===== src/rtl/arbitro_registro_5bits_pkg.sv =====
// Shared definitions for the register arbiter: FSM state encodings and
// default sizing. This is the arbitro_defs set used by the top and the selector.
package arbitro_registro_5bits_pkg;

   localparam int DEFAULT_NUM_REQ = 4;
   localparam int DEFAULT_DATA_W  = 5;

   typedef enum logic [1:0] {
      IDLE  = 2'd0,
      GRANT = 2'd1,
      ACK   = 2'd2
   } state_t;

endpackage


===== src/rtl/arbitro_registro_5bits_selector_rr.sv =====
// Combinational round-robin search. It scans ptr, ptr+1, ... with modulo
// NUM_REQ wrap, and the first asserted request wins. NUM_REQ is a power of
// two, so the wrap is just the natural overflow of an IDX_W-bit add.
module selector_rr
   import arbitro_registro_5bits_pkg::*;
#(
   parameter int NUM_REQ = DEFAULT_NUM_REQ
)(
   input  logic [NUM_REQ-1:0]         req,
   input  logic [$clog2(NUM_REQ)-1:0] ptr,
   output logic [NUM_REQ-1:0]         winner_oh,
   output logic [$clog2(NUM_REQ)-1:0] winner_idx,
   output logic                       valid
);

   localparam int IDX_W = $clog2(NUM_REQ);

   logic [IDX_W-1:0] w_cand;

   // Scan from the pointer and keep only the first hit.
   always_comb begin
      winner_oh  = '0;
      winner_idx = '0;
      valid      = 1'b0;
      w_cand     = '0;
      for (int i = 0; i < NUM_REQ; i++) begin
         w_cand = ptr + IDX_W'(i);
         if (!valid && req[w_cand]) begin
            valid              = 1'b1;
            winner_idx         = w_cand;
            winner_oh[w_cand]  = 1'b1;
         end
      end
   end

endmodule


===== src/rtl/arbitro_registro_5bits.sv =====
// Round-robin arbiter that guards one shared DATA_W-bit register.
// A requester holds req_i until it receives its ack. Every output comes
// straight from a flop.
//
//   state | meaning
//   IDLE  | no transfer; the selector winner is registered into gnt_o
//   GRANT | gnt_o shown; the write commits if the winner still requests, else abort
//   ACK   | one-cycle ack_o pulse; the pointer moves past the winner
module arbitro_registro_5bits
   import arbitro_registro_5bits_pkg::*;
#(
   parameter int NUM_REQ = DEFAULT_NUM_REQ,
   parameter int DATA_W  = DEFAULT_DATA_W
)(
   input  logic                        clk_i,
   input  logic                        rst_i,
   input  logic [NUM_REQ-1:0]          req_i,
   input  logic [NUM_REQ*DATA_W-1:0]   d_i,
   output logic [NUM_REQ-1:0]          gnt_o,
   output logic [NUM_REQ-1:0]          ack_o,
   output logic [DATA_W-1:0]           q_o,
   output logic [$clog2(NUM_REQ)-1:0]  owner_o,
   output logic                        busy_o
);

   localparam int IDX_W = $clog2(NUM_REQ);

   state_t              r_state;
   logic [NUM_REQ-1:0]  r_gnt;
   logic [NUM_REQ-1:0]  r_ack;
   logic [DATA_W-1:0]   r_q;
   logic [IDX_W-1:0]    r_owner;
   logic [IDX_W-1:0]    r_ptr;
   logic [IDX_W-1:0]    r_win;
   logic                r_busy;

   state_t              w_state_nxt;
   logic [NUM_REQ-1:0]  w_gnt_nxt;
   logic [NUM_REQ-1:0]  w_ack_nxt;
   logic [DATA_W-1:0]   w_q_nxt;
   logic [IDX_W-1:0]    w_owner_nxt;
   logic [IDX_W-1:0]    w_ptr_nxt;
   logic [IDX_W-1:0]    w_win_nxt;
   logic                w_busy_nxt;

   logic [NUM_REQ-1:0]  w_sel_oh;
   logic [IDX_W-1:0]    w_sel_idx;
   logic                w_sel_valid;
   logic [DATA_W-1:0]   w_d_win;

   selector_rr #(
      .NUM_REQ    (NUM_REQ)
   ) u_selector_rr (
      .req        (req_i),
      .ptr        (r_ptr),
      .winner_oh  (w_sel_oh),
      .winner_idx (w_sel_idx),
      .valid      (w_sel_valid)
   );

   // Pick the granted requester's data slice with a constant-index mux.
   always_comb begin
      w_d_win = '0;
      for (int k = 0; k < NUM_REQ; k++) begin
         if (r_win == IDX_W'(k)) begin
            w_d_win = d_i[k*DATA_W +: DATA_W];
         end
      end
   end

   // Next-state and next-output decode. gnt and ack default to zero, so each
   // of them lasts exactly the one state that sets it.
   always_comb begin
      w_state_nxt = r_state;
      w_gnt_nxt   = '0;
      w_ack_nxt   = '0;
      w_q_nxt     = r_q;
      w_owner_nxt = r_owner;
      w_ptr_nxt   = r_ptr;
      w_win_nxt   = r_win;
      case (r_state)
         IDLE: begin
            if (w_sel_valid) begin
               w_gnt_nxt   = w_sel_oh;
               w_win_nxt   = w_sel_idx;
               w_state_nxt = GRANT;
            end
         end
         GRANT: begin
            if (req_i[r_win]) begin
               w_q_nxt     = w_d_win;
               w_owner_nxt = r_win;
               w_ack_nxt   = r_gnt;
               w_state_nxt = ACK;
            end else begin
               // Abort: the winner let go before the commit, so nothing is
               // written and the pointer keeps its value.
               w_state_nxt = IDLE;
            end
         end
         ACK: begin
            w_ptr_nxt   = r_win + IDX_W'(1);
            w_state_nxt = IDLE;
         end
         default: begin
            w_state_nxt = IDLE;
         end
      endcase
      w_busy_nxt = (w_state_nxt != IDLE);
   end

   // State and output registers. Reset is synchronous and beats every state,
   // so a write or ack still in flight is dropped.
   always_ff @(posedge clk_i) begin
      if (rst_i) begin
         r_state <= IDLE;
         r_gnt   <= '0;
         r_ack   <= '0;
         r_q     <= '0;
         r_owner <= '0;
         r_ptr   <= '0;
         r_win   <= '0;
         r_busy  <= 1'b0;
      end else begin
         r_state <= w_state_nxt;
         r_gnt   <= w_gnt_nxt;
         r_ack   <= w_ack_nxt;
         r_q     <= w_q_nxt;
         r_owner <= w_owner_nxt;
         r_ptr   <= w_ptr_nxt;
         r_win   <= w_win_nxt;
         r_busy  <= w_busy_nxt;
      end
   end

   assign gnt_o   = r_gnt;
   assign ack_o   = r_ack;
   assign q_o     = r_q;
   assign owner_o = r_owner;
   assign busy_o  = r_busy;

endmodule


===== config.mk =====
export PLATFORM = sky130hd
export DESIGN_NAME = arbitro_registro_5bits
export DESIGN_NICKNAME = d
export VERILOG_FILES = /design/src/rtl/arbitro_registro_5bits_pkg.sv /design/src/rtl/arbitro_registro_5bits_selector_rr.sv /design/src/rtl/arbitro_registro_5bits.sv
export SDC_FILE = /design/constraint.sdc
export NUM_CORES = 1
export LEC_CHECK = 0
export BUFFER_PORTS_ARGS = -buffer_cell sky130_fd_sc_hd__buf_4
export CAP_MARGIN = 20
export CORE_MARGIN = 4
export CORE_UTILIZATION = 40
export CTS_BUF_LIST = sky130_fd_sc_hd__clkbuf_16
export CTS_CLUSTER_SIZE = 12
export DETAILED_ROUTE_END_ITERATION = 8
export MAX_ROUTING_LAYER = met4
export SLEW_MARGIN = 20
export SYNTH_ARGS = -nofsm -noshare
export SYNTH_HDL_FRONTEND = slang
export SYNTH_SLANG_ARGS = --single-unit

===== constraint.sdc =====
create_clock -name clk_i -period 3.8 [get_ports clk_i]
set_input_delay 0.76 -clock clk_i [delete_from_list [all_inputs] [get_ports clk_i]]
set_output_delay 0.76 -clock clk_i [all_outputs]
set_load 0.02 [all_outputs]

Yosys cells after proc, flatten, opt, wreduce, memory -nomap -nowiden:

Index checks and enable logic that the tools add are counted.

* logic and storage cells: 87
* output and inout bits: 16
* input bits: 26
* register bits: 22

* order comparisons: 9
* reductions and logical operators: 17
* equal/unequal tests: 5
* bitwise gates (word level): 7
* $add $sub $neg: 4
* muxes and demuxes: 37

Operators with widths (number)
* 2-to-1 mux 5 bit: 4
* 2-to-1 mux 4 bit: 4
* < comparator 2 x 3 -> 1 bit (second input constant): 5
* 2-to-1 mux 1 bit: 13
* 2-to-1 mux 2 bit: 6
* OR 4 bit: 3
* binary-select mux 1 bit (select 2 bit): 5
* demux 1 bit (select 2 bit): 4
* >= comparator 2 x 1 -> 1 bit (second input constant): 4
* logical AND 1 bit: 7
* == test 2 bit (second input constant): 3
* OR reduction 3 bit: 2
* adder 2 x 1 -> 2 bit (second input constant): 2
* adder 2 bit (second input constant): 2
* == test 2 x 1 -> 1 bit (second input constant): 2
* logical NOT 2 bit: 2
* inverter 1 bit: 4
* one-hot mux 2 bit (2 select lines): 1
* AND reduction 2 bit: 2
* logical NOT 1 bit: 3
* nonzero test 2 bit: 1

Longest topological paths before layout:

* depth in word-level cells: 15
* mapped depth: 9
* mapped depth without buffers: 7

Modules after synthesis:

A second synthesis with hierarchy kept.

* cells, all modules: 154
* area, all modules: 1386.3 sq um

Modules (own cells, without submodules)
* arbitro_registro_5bits: times used 1, seq. area each 440.4 sq um, area an instance 964.7 sq um, cells each 109
* selector_rr: times used 1, seq. area each 0.0 sq um, area an instance 421.7 sq um, cells each 45

Worst setup path before layout:

Ideal clock, no wire load.

* path type: reg-to-reg
* start: register r_ptr[0]
* end: register r_busy, in the netlist busy_o
* required time: 3674 ps
* path buffers: 2
* arrival time: 2779 ps
* setup slack: 896 ps
* setup time: 126 ps
* stages on the path, launching flop included: 10
* clock period less this slack: 2904 ps
* cell sequence: dfxtp_1 buf_2 inv_1 ha_1 clkbuf_1 mux4_2 or2_4 or3_4 nand2_2 o21ai_1

* word-level cells in the longest chain between the ends: 15
* elaborated cells on any way between the ends: 24
* classes of those cells: add/sub: 3; mux: 14; reduce/logical: 7

RTL lines
* start, declared: line arbitro_registro_5bits.sv:33 `logic [IDX_W-1:0] r_ptr;`
* start signal, assigned: line arbitro_registro_5bits.sv:130 `r_ptr <= w_ptr_nxt;`
* branches (longest 11 deep; another with adder 2 x 1 -> 2 bit)
* 2-to-1 mux 1 bit (*): line arbitro_registro_5bits_selector_rr.sv:28 `if (!valid && req[w_cand]) begin`
* 2-to-1 mux 2 bit (*): line arbitro_registro_5bits.sv:83 `if (w_sel_valid) begin`
* one-hot mux 2 bit (2 select lines) (*): line arbitro_registro_5bits.sv:81 `case (r_state)`
* nonzero test 2 bit (*): line arbitro_registro_5bits.sv:109 `w_busy_nxt = (w_state_nxt != IDLE);`
* end signal, assigned: line arbitro_registro_5bits.sv:132 `r_busy <= w_busy_nxt;`
* end, declared: line arbitro_registro_5bits.sv:35 `logic r_busy;`

Every way passes the cells marked *. The select of a mux whose other input is x is not followed.
A chain may end at the register's enable or synchronous reset.

Final worst setup path:

* start: register r_ptr[1]
* end: register r_busy, in the netlist busy_o

The elaborated chain is that of the path after synthesis.

==> run_results.csv <==
group,metric,value,unit
synthesis,synth.area.top_cells,"dfxtp_1, ha_1, mux2i_1",
worst_setup_path,rrSetupSlack,880,ps
drt,vias_per_cell,5.202,
global_routing,grt.busiest_layer,"met2",
synthesis,synthArstFlopShare,0,%
timing,rsz0062_at_grt,"false",
hold_path,hold_depth,1,
hold_path,hold_end,"ack_o[2]",
synthesis,ys_seq_elements,22,
placed_design,dp.cells,239,
clock_network,cts_root_buf,"clkbuf_16",
worst_setup_path,worstSetupPathType,"reg -> reg",
placed_design,portBuffers,41,
hold_path,worstHoldStart,"gnt_o[2]",
global_routing,met3_usage,2.299,%
timing,tns,0,ps
synthesis,netlist_area,0.001446,mm²
timing,tightest_slew,434.2,ps
worst_setup_path,slowest_delay,620,ps
worst_setup_path,crit_chain,"inv_1 -> ha_1 -> mux4_2 -> or2_4 -> or3_4 -> nand2_2 -> o21ai_1",
layout,layout.nets,236,
worst_setup_path,crit-reg2reg-launch,"r_ptr[1]",
synthesis,synth_cell_types,38,
pwr,ir_drop,0.1732,mV
synthesis,synth_edf_count,0,
timing,finalMaxSlewViolations,0,
synthesis,synthTopCellsByCount,"dfxtp_1, nor2b_1, ha_1, nor3_1, mux2i_1",
global_routing,grtUsageMet1,20.36,%
die,io_pins,42,
timing,max_freq,343.1,MHz
worst_setup_path,reg2reg_depth,7,
synthesis,ys_warn_count,0,
pwr,sequentialPowerShare,34.6,%
global_routing,use_met2,25.15,%
pwr,pwr-share-clk,37.6,%
global_routing,grt_pass1_vias,1202,
synthesis,synth_nets,199,
synthesis,synthCells,161,
timing,hold_violations,0,
die,fp.dieH,68.13,µm
pwr,p_sw,0.0002076,W
worst_setup_path,crit_family,"simple AND/OR/NAND/NOR gates",
synthesis,ys.flop_type,"dfxtp_1",
pwr,power.leakage,0.7940,nW
die,start_util,42.34,%
layout,finalNonFillerCells,243,
synthesis,seq_area_frac_synth,30.45,%
drt,route.detailed.drc,0,
drt,vias,1264,
synthesis,yosysTopAreaCellShare,30.45,%
timing,skew,2.137,ps
synthesis,avgSynthCellArea,8.984,µm²
timing,setup_viol,0,
outcome,status,"complete, no violations",
pwr,power.internal,0.0005630,W
worst_setup_path,endpoint_kind,"flop",
drt,drtIter0Drc,74,
global_routing,grt_max_degree,17,
pwr,switching_share,26.94,%
die,coreArea,0.003416,mm²
timing,slew_headroom,71.01,%
die,die_w,68.13,µm
pwr,pwr-share-comb,27.8,%
drt,drt-total-wl,3272,µm
worst_setup_path,r2r_end,"busy_o",
worst_setup_path,crit_buf_inv,1,
timing,fin_crit,2915,ps
die,rows,21,
worst_setup_path,worstPathMaxFanout,12,
worst_setup_path,critPathSlowestCell,"mux4_2",
clock_network,cts_made_buffers,3,
clock_network,clk_latency,250,ps
placed_design,dp_hpwl,2564,µm
pwr,p_per_area,409.8,mW/mm²
clock_network,path_clk_slew,60,ps
drt,detail_route.wl_per_cell,13.47,µm
worst_setup_path,cp-start-kind,"flop",
global_routing,gr-usage-all-layers,15.60,%
clock_network,cts_tree,"done",
layout,diodes,0,
clock_network,cts_setup_buffers,0,
global_routing,grt-ovfl-total,0,
timing,finalCritPeriodShare,76.71,%
die,dieArea,0.004642,mm²
clock_network,cts.repair.resized,0,
worst_setup_path,critPathRequiredTime,3940,ps
hold_path,hp-class,"reg -> reg",
clock_network,numClockSinks,22,
layout,syn2layout_area_growth,30.02,%
global_routing,grt_pass1_wl,5457,µm
placed_design,place_congestion,0.9676,
layout,drive_above_1_share,29.95,%
clock_network,cts-hold-fix-buffers,0,
drt,dr.pass1.iters,4,
global_routing,antenna_found_initial,0,
clock_network,cts.path.max_buffers,2,
clock_network,cts_max_level,1,
run,drv_cap,0,
drt,postRouteAntennaNets,0,
synthesis,synth.most_common_cell,"dfxtp_1",
synthesis,yosys.area.top_type,"dfxtp_1",
worst_setup_path,worst_ep_arrival_time,3050,ps
[worst register-to-register path, stage by stage (launching register included)]
cell and delay (ps):
dfxtp_1 580, inv_1 230, ha_1 500, mux4_2 620, or2_4 270, or3_4 400, nand2_2 130, o21ai_1 70
[stage by stage]
stage | hold slack, ps | util, % | setup WS (ps) | area (µm²) | total power (W)
finish | 454.3 | 55.05 | 885.0 | 1881 | 0.0007706
detailed placement | 446.2 | 51.98 | 864.8 | 1775 | 0.0004863
global placement | 447.9 | 51.98 | 1013 | 1775 | 0.0004828
global route | 468.5 | 55.05 | 691.9 | 1881 | 0.0008122
floorplan | 553.0 | - | 895.6 | 1446 | 0.0004144
CTS | 459.6 | 55.05 | 856.6 | 1881 | 0.0007783
[layer usage]
| layer | vias up | part of all wire [%] |
|---|---|---|
| met1 | 578 | 46 |
| met3 | 4 | 5.7 |
| li1 | 651 | - |
| met5 | - | 0 |
| met2 | 31 | 47 |
| met4 | 0 | 1.1 |
[cell type report]
| cell class | count | area [µm²] |
|---|---|---|
| clock buffer | 3 | 75.07 |
| timing repair buffer | 43 | 322.8 |
| inverter | 6 | 22.52 |
| clock inverter | 1 | 30.03 |
| multi-input combinational | 122 | 932.1 |
| fill | 313 | 1535 |
| tap | 46 | 57.56 |
| sequential | 22 | 440.4 |
[flip-flops by register name, indices dropped and copies added (netlist names)]
| signal | flops |
|---|---|
| gnt_o | 4 |
| ack_o | 4 |
| owner_o | 2 |
| r_state | 2 |
| busy_o | 1 |
| r_ptr | 2 |
| q_o | 5 |
| r_win | 2 |
[worst max path at each step]
stage          startpoint      to  cells past startpoint
2_1_floorplan    r_ptr[0]  busy_o                      9
3_3_place_gp     r_ptr[1]  busy_o                      7
3_5_place_dp     r_ptr[1]  busy_o                      7
4_1_cts          r_ptr[1]  busy_o                      7
5_1_grt          r_ptr[1]  busy_o                      7
6_report         r_ptr[1]  busy_o                      7
[kinds of logic (layout without fill, tap and decap cells)]
logic type,after synthesis,count (layout),synth area share (%)
AO/OA/AOI/OAI,34,34,16.87
adder cells (fa/ha/maj),12,12,10.38
buffers and inverters,17,53,5.104
flip-flops,22,22,30.45
multiplexers,15,15,13.93
AND/OR/NAND/NOR,61,61,23.27
[power groups by stage]
stage / Sequential [W] / Combinational, W / Clock [W]
after floorplan: 0.000284 / 0.000130 / 0
after detailed placement: 0.000271 / 0.000215 / 0
final: 0.000267 / 0.000214 / 0.000290
after CTS: 0.000267 / 0.000216 / 0.000296
after global placement: 0.000271 / 0.000212 / 0
after global routing: 0.000269 / 0.000240 / 0.000303
[layout by cell type, fill, tap and decap left out, drive strengths merged]
master,instances
buf,43
o31ai,1
a22oi,1
nor4b,1
a21oi,6
nand2,11
mux2i,10
a41oi,1
dfxtp,22
inv,6
nand3,1
nor2b,15
o21a,1
bufinv,1
nor2,9
and2,4
a31o,1
nor3b,1
or3,1
clkbuf,3
mux4,4
a211oi,6
nor3,12
a31oi,1
nor4,1
o211ai,2
a22o,4
o21ai,4
o221ai,1
ha,12
a221oi,5
nand2b,3
mux2,1
or2,2
Power figures use the tool's default switching activity.
